--- src/rtl/au_pkg.sv ---
// Shared definitions for the fetch/issue front end and the arithmetic unit:
// opcode values, instruction field positions and the fetch state encoding.
package au_pkg;

    localparam int INSTR_W = 32;
    localparam int OPC_W   = 5;
    localparam int REG_W   = 5;
    localparam int ISRC_W  = 16;

    // Opcode values
    localparam logic [OPC_W-1:0] OP_MOVSGPR = 5'd0;
    localparam logic [OPC_W-1:0] OP_MOV     = 5'd1;
    localparam logic [OPC_W-1:0] OP_ADD     = 5'd2;
    localparam logic [OPC_W-1:0] OP_SUB     = 5'd3;
    localparam logic [OPC_W-1:0] OP_MUL     = 5'd4;
    localparam logic [OPC_W-1:0] OP_DIV     = 5'd5;
    localparam logic [OPC_W-1:0] OP_HALT    = 5'b11111;

    // Instruction field bit positions (rsrc2 overlaps the top of isrc)
    localparam int OPCODE_MSB   = 31;
    localparam int OPCODE_LSB   = 27;
    localparam int RDST_MSB     = 26;
    localparam int RDST_LSB     = 22;
    localparam int RSRC1_MSB    = 21;
    localparam int RSRC1_LSB    = 17;
    localparam int IMM_MODE_BIT = 16;
    localparam int RSRC2_MSB    = 15;
    localparam int RSRC2_LSB    = 11;
    localparam int ISRC_MSB     = 15;
    localparam int ISRC_LSB     = 0;

    // Fetch/issue sequencer states
    typedef enum logic [1:0] {
        ST_IDLE   = 2'd0,
        ST_FETCH  = 2'd1,
        ST_ISSUE  = 2'd2,
        ST_HALTED = 2'd3
    } fetch_state_t;

    // True for every opcode the arithmetic unit understands, HALT included
    function automatic logic is_legal_opcode(input logic [OPC_W-1:0] op);
        logic legal;
        case (op)
            OP_MOVSGPR, OP_MOV, OP_ADD, OP_SUB,
            OP_MUL, OP_DIV, OP_HALT: legal = 1'b1;
            default:                 legal = 1'b0;
        endcase
        return legal;
    endfunction

endpackage

--- src/rtl/instr_mem.sv ---
// Program memory: one write port, one registered read port. A write to the
// address being read returns the new data, so a word loaded in the same
// cycle as the read is seen immediately.
module instr_mem #(
    parameter int DEPTH  = 64,
    parameter int ADDR_W = $clog2(DEPTH)
) (
    input  logic              clk,
    input  logic              i_we,
    input  logic [ADDR_W-1:0] i_waddr,
    input  logic [31:0]       i_wdata,
    input  logic [ADDR_W-1:0] i_raddr,
    output logic [31:0]       o_rdata
);

    logic [31:0] r_mem [DEPTH];
    logic [31:0] r_rdata;

    // Write port
    always_ff @(posedge clk) begin
        if (i_we) begin
            r_mem[i_waddr] <= i_wdata;
        end
    end

    // Registered read port with write-first behaviour on an address collision
    always_ff @(posedge clk) begin
        if (i_we && (i_waddr == i_raddr)) begin
            r_rdata <= i_wdata;
        end else begin
            r_rdata <= r_mem[i_raddr];
        end
    end

    assign o_rdata = r_rdata;

endmodule

--- src/rtl/instr_fetch_issue.sv ---
// Instruction fetch/issue front end. Holds the program memory, sequences the
// program counter, skips illegal words, stops on HALT and presents each
// legal instruction (raw and field-decoded) on a valid/ready handshake.
module instr_fetch_issue
    import au_pkg::*;
#(
    parameter int IMEM_DEPTH = 64,
    parameter int PC_W       = $clog2(IMEM_DEPTH)
) (
    input  logic                clk,
    input  logic                sys_rst,
    input  logic                prog_we,
    input  logic [PC_W-1:0]     prog_addr,
    input  logic [INSTR_W-1:0]  prog_data,
    input  logic                start,
    output logic                issue_valid,
    input  logic                issue_ready,
    output logic [INSTR_W-1:0]  ir_out,
    output logic [OPC_W-1:0]    opcode_out,
    output logic [REG_W-1:0]    rdst_out,
    output logic [REG_W-1:0]    rsrc1_out,
    output logic                imm_mode_out,
    output logic [REG_W-1:0]    rsrc2_out,
    output logic [ISRC_W-1:0]   isrc_out,
    output logic [PC_W-1:0]     pc_out,
    output logic                busy,
    output logic                halted,
    output logic                illegal
);

    fetch_state_t       r_state;
    fetch_state_t       w_state_next;
    logic [PC_W-1:0]    r_pc;
    logic [PC_W-1:0]    w_pc_next;
    logic [INSTR_W-1:0] r_ir;
    logic [INSTR_W-1:0] w_ir_next;
    logic               r_illegal;
    logic               w_illegal_next;

    logic [INSTR_W-1:0] w_mem_rdata;
    logic [OPC_W-1:0]   w_fetch_op;
    logic               w_prog_en;
    logic               w_stopped;

    // Loading and starting are only allowed while nothing is executing
    assign w_stopped  = (r_state == ST_IDLE) || (r_state == ST_HALTED);
    assign w_prog_en  = prog_we && w_stopped;
    assign w_fetch_op = w_mem_rdata[OPCODE_MSB:OPCODE_LSB];

    // The read address is the next pc, so the word for the FETCH cycle is
    // already sitting in the memory's output register when FETCH begins.
    instr_mem #(
        .DEPTH  (IMEM_DEPTH),
        .ADDR_W (PC_W)
    ) u_instr_mem (
        .clk     (clk),
        .i_we    (w_prog_en),
        .i_waddr (prog_addr),
        .i_wdata (prog_data),
        .i_raddr (w_pc_next),
        .o_rdata (w_mem_rdata)
    );

    // Next-state, next-pc, instruction register and sticky illegal flag
    always_comb begin
        w_state_next   = r_state;
        w_pc_next      = r_pc;
        w_ir_next      = r_ir;
        w_illegal_next = r_illegal;
        case (r_state)
            ST_IDLE, ST_HALTED: begin
                if (start) begin
                    w_state_next   = ST_FETCH;
                    w_pc_next      = '0;
                    w_illegal_next = 1'b0;
                end
            end
            ST_FETCH: begin
                w_ir_next = w_mem_rdata;
                if (w_fetch_op == OP_HALT) begin
                    w_state_next = ST_HALTED;
                end else if (!is_legal_opcode(w_fetch_op)) begin
                    w_illegal_next = 1'b1;
                    w_pc_next      = r_pc + 1'b1;
                end else begin
                    w_state_next = ST_ISSUE;
                end
            end
            ST_ISSUE: begin
                if (issue_ready) begin
                    w_pc_next    = r_pc + 1'b1;
                    w_state_next = ST_FETCH;
                end
            end
            default: begin
                w_state_next = ST_IDLE;
            end
        endcase
    end

    // State register; reset drops any pending issue and returns to IDLE
    always_ff @(posedge clk) begin
        if (sys_rst) begin
            r_state   <= ST_IDLE;
            r_pc      <= '0;
            r_ir      <= '0;
            r_illegal <= 1'b0;
        end else begin
            r_state   <= w_state_next;
            r_pc      <= w_pc_next;
            r_ir      <= w_ir_next;
            r_illegal <= w_illegal_next;
        end
    end

    assign issue_valid  = (r_state == ST_ISSUE);
    assign busy         = (r_state == ST_FETCH) || (r_state == ST_ISSUE);
    assign halted       = (r_state == ST_HALTED);
    assign illegal      = r_illegal;
    assign pc_out       = r_pc;

    assign ir_out       = r_ir;
    assign opcode_out   = r_ir[OPCODE_MSB:OPCODE_LSB];
    assign rdst_out     = r_ir[RDST_MSB:RDST_LSB];
    assign rsrc1_out    = r_ir[RSRC1_MSB:RSRC1_LSB];
    assign imm_mode_out = r_ir[IMM_MODE_BIT];
    assign rsrc2_out    = r_ir[RSRC2_MSB:RSRC2_LSB];
    assign isrc_out     = r_ir[ISRC_MSB:ISRC_LSB];

endmodule

--- config.mk ---
export PLATFORM = sky130hd
export DESIGN_NAME = instr_fetch_issue
export DESIGN_NICKNAME = d
export VERILOG_FILES = /design/src/rtl/au_pkg.sv /design/src/rtl/instr_mem.sv /design/src/rtl/instr_fetch_issue.sv
export SDC_FILE = /design/constraint.sdc
export NUM_CORES = 2
export LEC_CHECK = 0
export CAP_MARGIN = 5
export CORE_MARGIN = 2
export CORE_UTILIZATION = 45
export CTS_CLUSTER_DIAMETER = 120
export DETAILED_ROUTE_END_ITERATION = 7
export MAX_ROUTING_LAYER = met4
export PLACE_DENSITY = 0.62
export SYNTH_ARGS = -nofsm -noshare
export SYNTH_HDL_FRONTEND = slang
export SYNTH_SLANG_ARGS = --single-unit
export TNS_END_PERCENT = 50
--- constraint.sdc ---
create_clock -name clk -period 4.95 [get_ports clk]
set_clock_uncertainty 0.15 [all_clocks]
set_input_delay 1.485 -clock clk [delete_from_list [all_inputs] [get_ports clk]]
set_output_delay 1.485 -clock clk [all_outputs]
set_load 0.01 [all_outputs]
* After elaboration in Yosys (flattened, before gate mapping)
Memory sizes are Yosys's and may differ from the RTL's. A register that Yosys moved wholly into a read port is not among the register bits.
Cells that the tools add are included.
** Word-level totals
- Flip-flop bits (word level) :: 41
- Bits in writable memories :: 2048
- Input bits :: 43
- Output and inout port bits :: 79
- Logic and storage cells :: 49
- Memories kept :: 1
** Operators by class
- Add/subtract/negate cells :: 1
- Eq/ne operators :: 14
- Mux-type cells :: 19
- Reductions and logical operators :: 10
** Memories
- u_instr_mem.r_mem :: words 64, bits a word 32, read ports 1, clocked after Yosys merged registers in 1, write ports 1, RTL line instr_mem.sv:16 : logic [31:0] r_mem [DEPTH];
** Operators by type and width (number)
- $mux 6 :: 4
- $pmux 6 s3 :: 1
- $eq 5x2->1 const B :: 2
- $eq 5x3->1 const B :: 2
- $mux 1 :: 8
- $mux 2 :: 4
- $reduce_or 7->1 :: 1
- $add 6x1->6 const B :: 1
- $ne 2x2->1 const B :: 3
- $pmux 2 s3 :: 1
- $eq 5x1->1 const B :: 1
- $eq 5x5->1 const B :: 1
- $logic_not 5->1 :: 1
- $eq 2x2->1 const B :: 2
- $reduce_and 4->1 :: 1
- $ne 3x3->1 const B :: 1
- $reduce_and 3->1 :: 1
- $eq 2x1->1 const B :: 1
- $logic_not 2->1 :: 1
- $logic_or 1x1->1 :: 2
- $ne 2x1->1 const B :: 1
- $pmux 1 s2 :: 1
- $reduce_bool 2->1 :: 1
- $reduce_or 2->1 :: 1
- $logic_and 1x1->1 :: 1

* Logic depth before layout (Yosys ltp)
- Word-level depth :: 8
- Mapped depth :: 14
- Gate-level depth less buffers :: 9

* Cells and area by module
A second synthesis with hierarchy kept.
** Unflattened totals
- Cell total of the unflattened synthesis :: 3518
- Area total of the unflattened synthesis :: 80041.8 um2
** Modules (own cells, without submodules)
- instr_mem :: times used 1, cells an instance 3298, area each 77994.8 um2, sequential area each 61619.1 um2
- instr_fetch_issue :: times used 1, cells an instance 220, area each 2047.0 um2, sequential area each 820.8 um2

* Worst setup path before layout
No wires, ideal clock.
- Kind :: input to register
- From :: input port prog_addr[4]
- To :: memory u_instr_mem.r_mem[16][0] (enable)
- Library setup time :: 421 ps
- Data arrival time :: 3667 ps
- Required time :: 4379 ps
- Path slack :: 712 ps
- Stages :: 4
- Path buffers :: 2
- Cells stage by stage :: clkbuf_1 or3b_2 clkbuf_1 nor2_1
** RTL lines
- start, declared :: RTL line instr_fetch_issue.sv:13 : input logic [PC_W-1:0] prog_addr,
- end, declared :: RTL line instr_mem.sv:16
Straight into the memory's write port.

* Worst setup path in the final report
- From :: register r_state[0]
- To :: output port busy
** Between the ends
- Longest elaborated chain between the ends :: 2
- Elaborated cells between the ends (all ways) :: 3
- Those cells by class :: eq/ne (2); reduce/logical (1)
** Ends and longest elaborated chain
- start, declared :: RTL line instr_fetch_issue.sv:31 : fetch_state_t r_state;
- start signal, assigned :: RTL line instr_fetch_issue.sv:109 : r_state <= w_state_next;
- $eq 2x1->1 or $eq 2x2->1 (tied branches) :: RTL line instr_fetch_issue.sv:117 : assign busy = (r_state == ST_FETCH) || (r_state == ST_ISSUE);
- $logic_or 1x1->1 (*) :: RTL line instr_fetch_issue.sv:117
- end, declared :: RTL line instr_fetch_issue.sv:26 : output logic busy,
Mark *: on every way between the ends. The rest lies on a longest branch, timed or not.

==> metrics <==
remaining global-route overflow=0; maximum VDD drop=0.360 mV; number of global-route vias before repair=37300; Min-Delay Startpoint=ir_out[16]; Synth Net Count=3352; chip width=426 um; period utilization=86.3%; Worst Setup End Kind=output pin; hold_buf cts=0; Final TNS setup=0 ns; Worst-Skew Late Latency=0.85 ns; Post-synth EDFFs=2048; Final ANT Viol Nets=0; area delta synth->final=14.4%; Worst-Margin Slew=1.24 ns; WL per Instance=33.6 um; Ys Warns=0; first-pass detailed-route iteration total=5; critical path type=reg -> out; CTS Sinks=2095; Worst EP required=3.31 ns; Initial Util=45.4%; post-synth cell types=53; chip height=426 um; I/O Pins=122; most frequent cells in the layout=edfxtp_1, mux4_2, clkbuf_16, buf_4, clkdlybuf4s50_1; Port Buf Inserts=121; Seq/Total Area, Yosys=77.9%; largest net degree at the start of global routing=93; leak pwr=0.0276 uW; global-route wire length before repair=288000 um; HP Class=reg -> reg; relative slew slack=17.2%; flops & latches, synth=2095; initial antenna violation count=12; Worst EP arrival=2.64 ns; Final min period=4.27 ns; Post-CTS Setup Bufs=0; GRT Resource Usage Total=23.6%; FF-to-FF setup slack=0.83 ns; TritonCTS clock tree=built; pwr/cell area=416 nW/um^2; 1st-iter DRT viols=4833; detailed placement HPWL=118000 um; Cell Rows=154; Final nets=3647; critical-path maximum fanout=8; DRC=0; Max-Cap Viols=0; via count=37400; Tot Pwr=38100 uW; status=completed; RSZ-0062 raised after global routing=false; Cells on Worst Hold Path=2; Post-CTS Resized=0; Core Area=176000 sq um; share of cells above drive strength 1=31.4%; endpoints failing setup=0; Post-synth ARST share=0%; Final GP Congestion=0.834; Slew Viols, Final=0; Hold Vio Cnt, Final=0; endpoint of the worst hold path=ir_out[16]; Reg2Reg Depth=9; startpoint types=flip-flop; Die ar.=181000 sq um; Max clock buf depth=3; routed wire length=206000 um; syn_area_per_cell=24.2 sq um; Gate Count Post-Synth=3305; clock root cell=clkbuf_16; Via-to-Cell Ratio=6.11; H-tree levels=4; Synth Flop Type=edfxtp_1; Fmax=234 MHz; most common cell after layout, fill and taps aside=edfxtp_1; mapped cell area=80100 sq um; Clock Pin Slew Worst Setup and Hold Paths=0.06 ns; number of CTS-inserted buffers=204
## critical path: stages, from the launching register on
cell             delay (ns)
dfxtp_1                0.42
inv_1                  0.07
ha_1                   0.45
inv_1                  0.26
clkdlybuf4s50_1        0.59
## cells by family (layout without fill, tap and decap cells)
group,count (synthesis),in the layout,share of synthesized area [%]
flops,2095,2095,77.9
fa+ha+maj,4,4,0.0625
mux,700,700,18.7
buf+inv,220,694,1.43
xor+xnor,1,1,0.0109
other cells,0,5,0
compound gates,96,96,0.868
simple gates,189,189,1.06
## worst max-delay path by stage
stage | start | to | slack (ns)
2_1_floorplan | prog_addr[4] | u_instr_mem.r_mem[16][0] | 0.71
3_3_place_gp | prog_we | u_instr_mem.r_mem[48][23] | 0.73
3_5_place_dp | prog_we | u_instr_mem.r_mem[48][23] | 0.73
4_1_cts | r_state[0] | busy | 0.61
5_1_grt | flip-flop | flip-flop | 0.57
6_report | r_state[0] | busy | 0.68
## layer usage
layer	up-vias	part of all wire (%)	global-route usage (%)
li1	14900	-	-
met1	20500	40	32.4
met2	1786	48	35.8
met3	316	8.9	5.16
met4	0	2.8	6.69
met5	-	0	-
## final cells by class
cell class | count | area (sq um)
diodes | 5 | 12.5
clock buffers | 282 | 5470
clock inverters | 103 | 882
fillers | 13600 | 84800
inverters | 14 | 61.3
multi-input cells | 990 | 17000
flip-flops and latches | 2095 | 62500
well taps | 2340 | 2930
repair buffers | 295 | 2800
## sequential cells by signal, summed over array words and instances, names as in the netlist, named ones only
signal and count:
illegal 1, ir_out 32, pc_out 6, r_state 2
u_instr_mem.r_mem 2048
## metrics by stage
stage	hold slack (ns)	std cells	setup slack (ns)	instance area [sq um]	util (%)
2_1_floorplan	0.365	3305	0.712	80100	-
3_3_place_gp	0.364	5734	0.729	85300	48.3
3_5_place_dp	0.375	5734	0.733	85300	48.3
4_1_cts	0.391	6119	0.606	91600	51.9
5_1_grt	0.409	6119	0.572	91600	51.9
6_report	0.380	6124	0.676	91700	51.9
## cells in the mapped netlist (all sizes together), types with 2 or more instances
cell type,number,area share (%)
edfxtp,2048,77
mux4,634,18
buf,110,0.91
nor2,107,0.50
clkbuf,96,0.45
mux2i,61,0.76
dfxtp,47,1.2
a22oi,27,0.25
nand2,19,0.089
nand3,19,0.12
a21oi,16,0.10
inv,12,0.056
a31oi,9,0.070
nor3,8,0.050
nor2b,7,0.055
o21ai,7,0.044
a211oi,6,0.062
a221oi,6,0.066
and2,5,0.039
mux2,5,0.070
and3,4,0.031
ha,4,0.062
nand4,4,0.031
o31ai,4,0.037
or3,4,0.031
nand3b,3,0.028
o2111ai,3,0.033
a221o,2,0.025
a311oi,2,0.030
a32oi,2,0.022
and4,2,0.022
clkinv,2,0.0094
nand2b,2,0.016
o211ai,2,0.019
o21a,2,0.019
or3b,2,0.022
## report_power, final
group	switching (uW)	leakage [uW]	total, uW	internal (uW)
clock network	6550	0.00307	14700	8190
logic	1810	0.00573	3700	1890
registers	100	0.0188	19700	19600
total	8460	0.0276	38100	29700
Power figures use the tool's default switching activity.
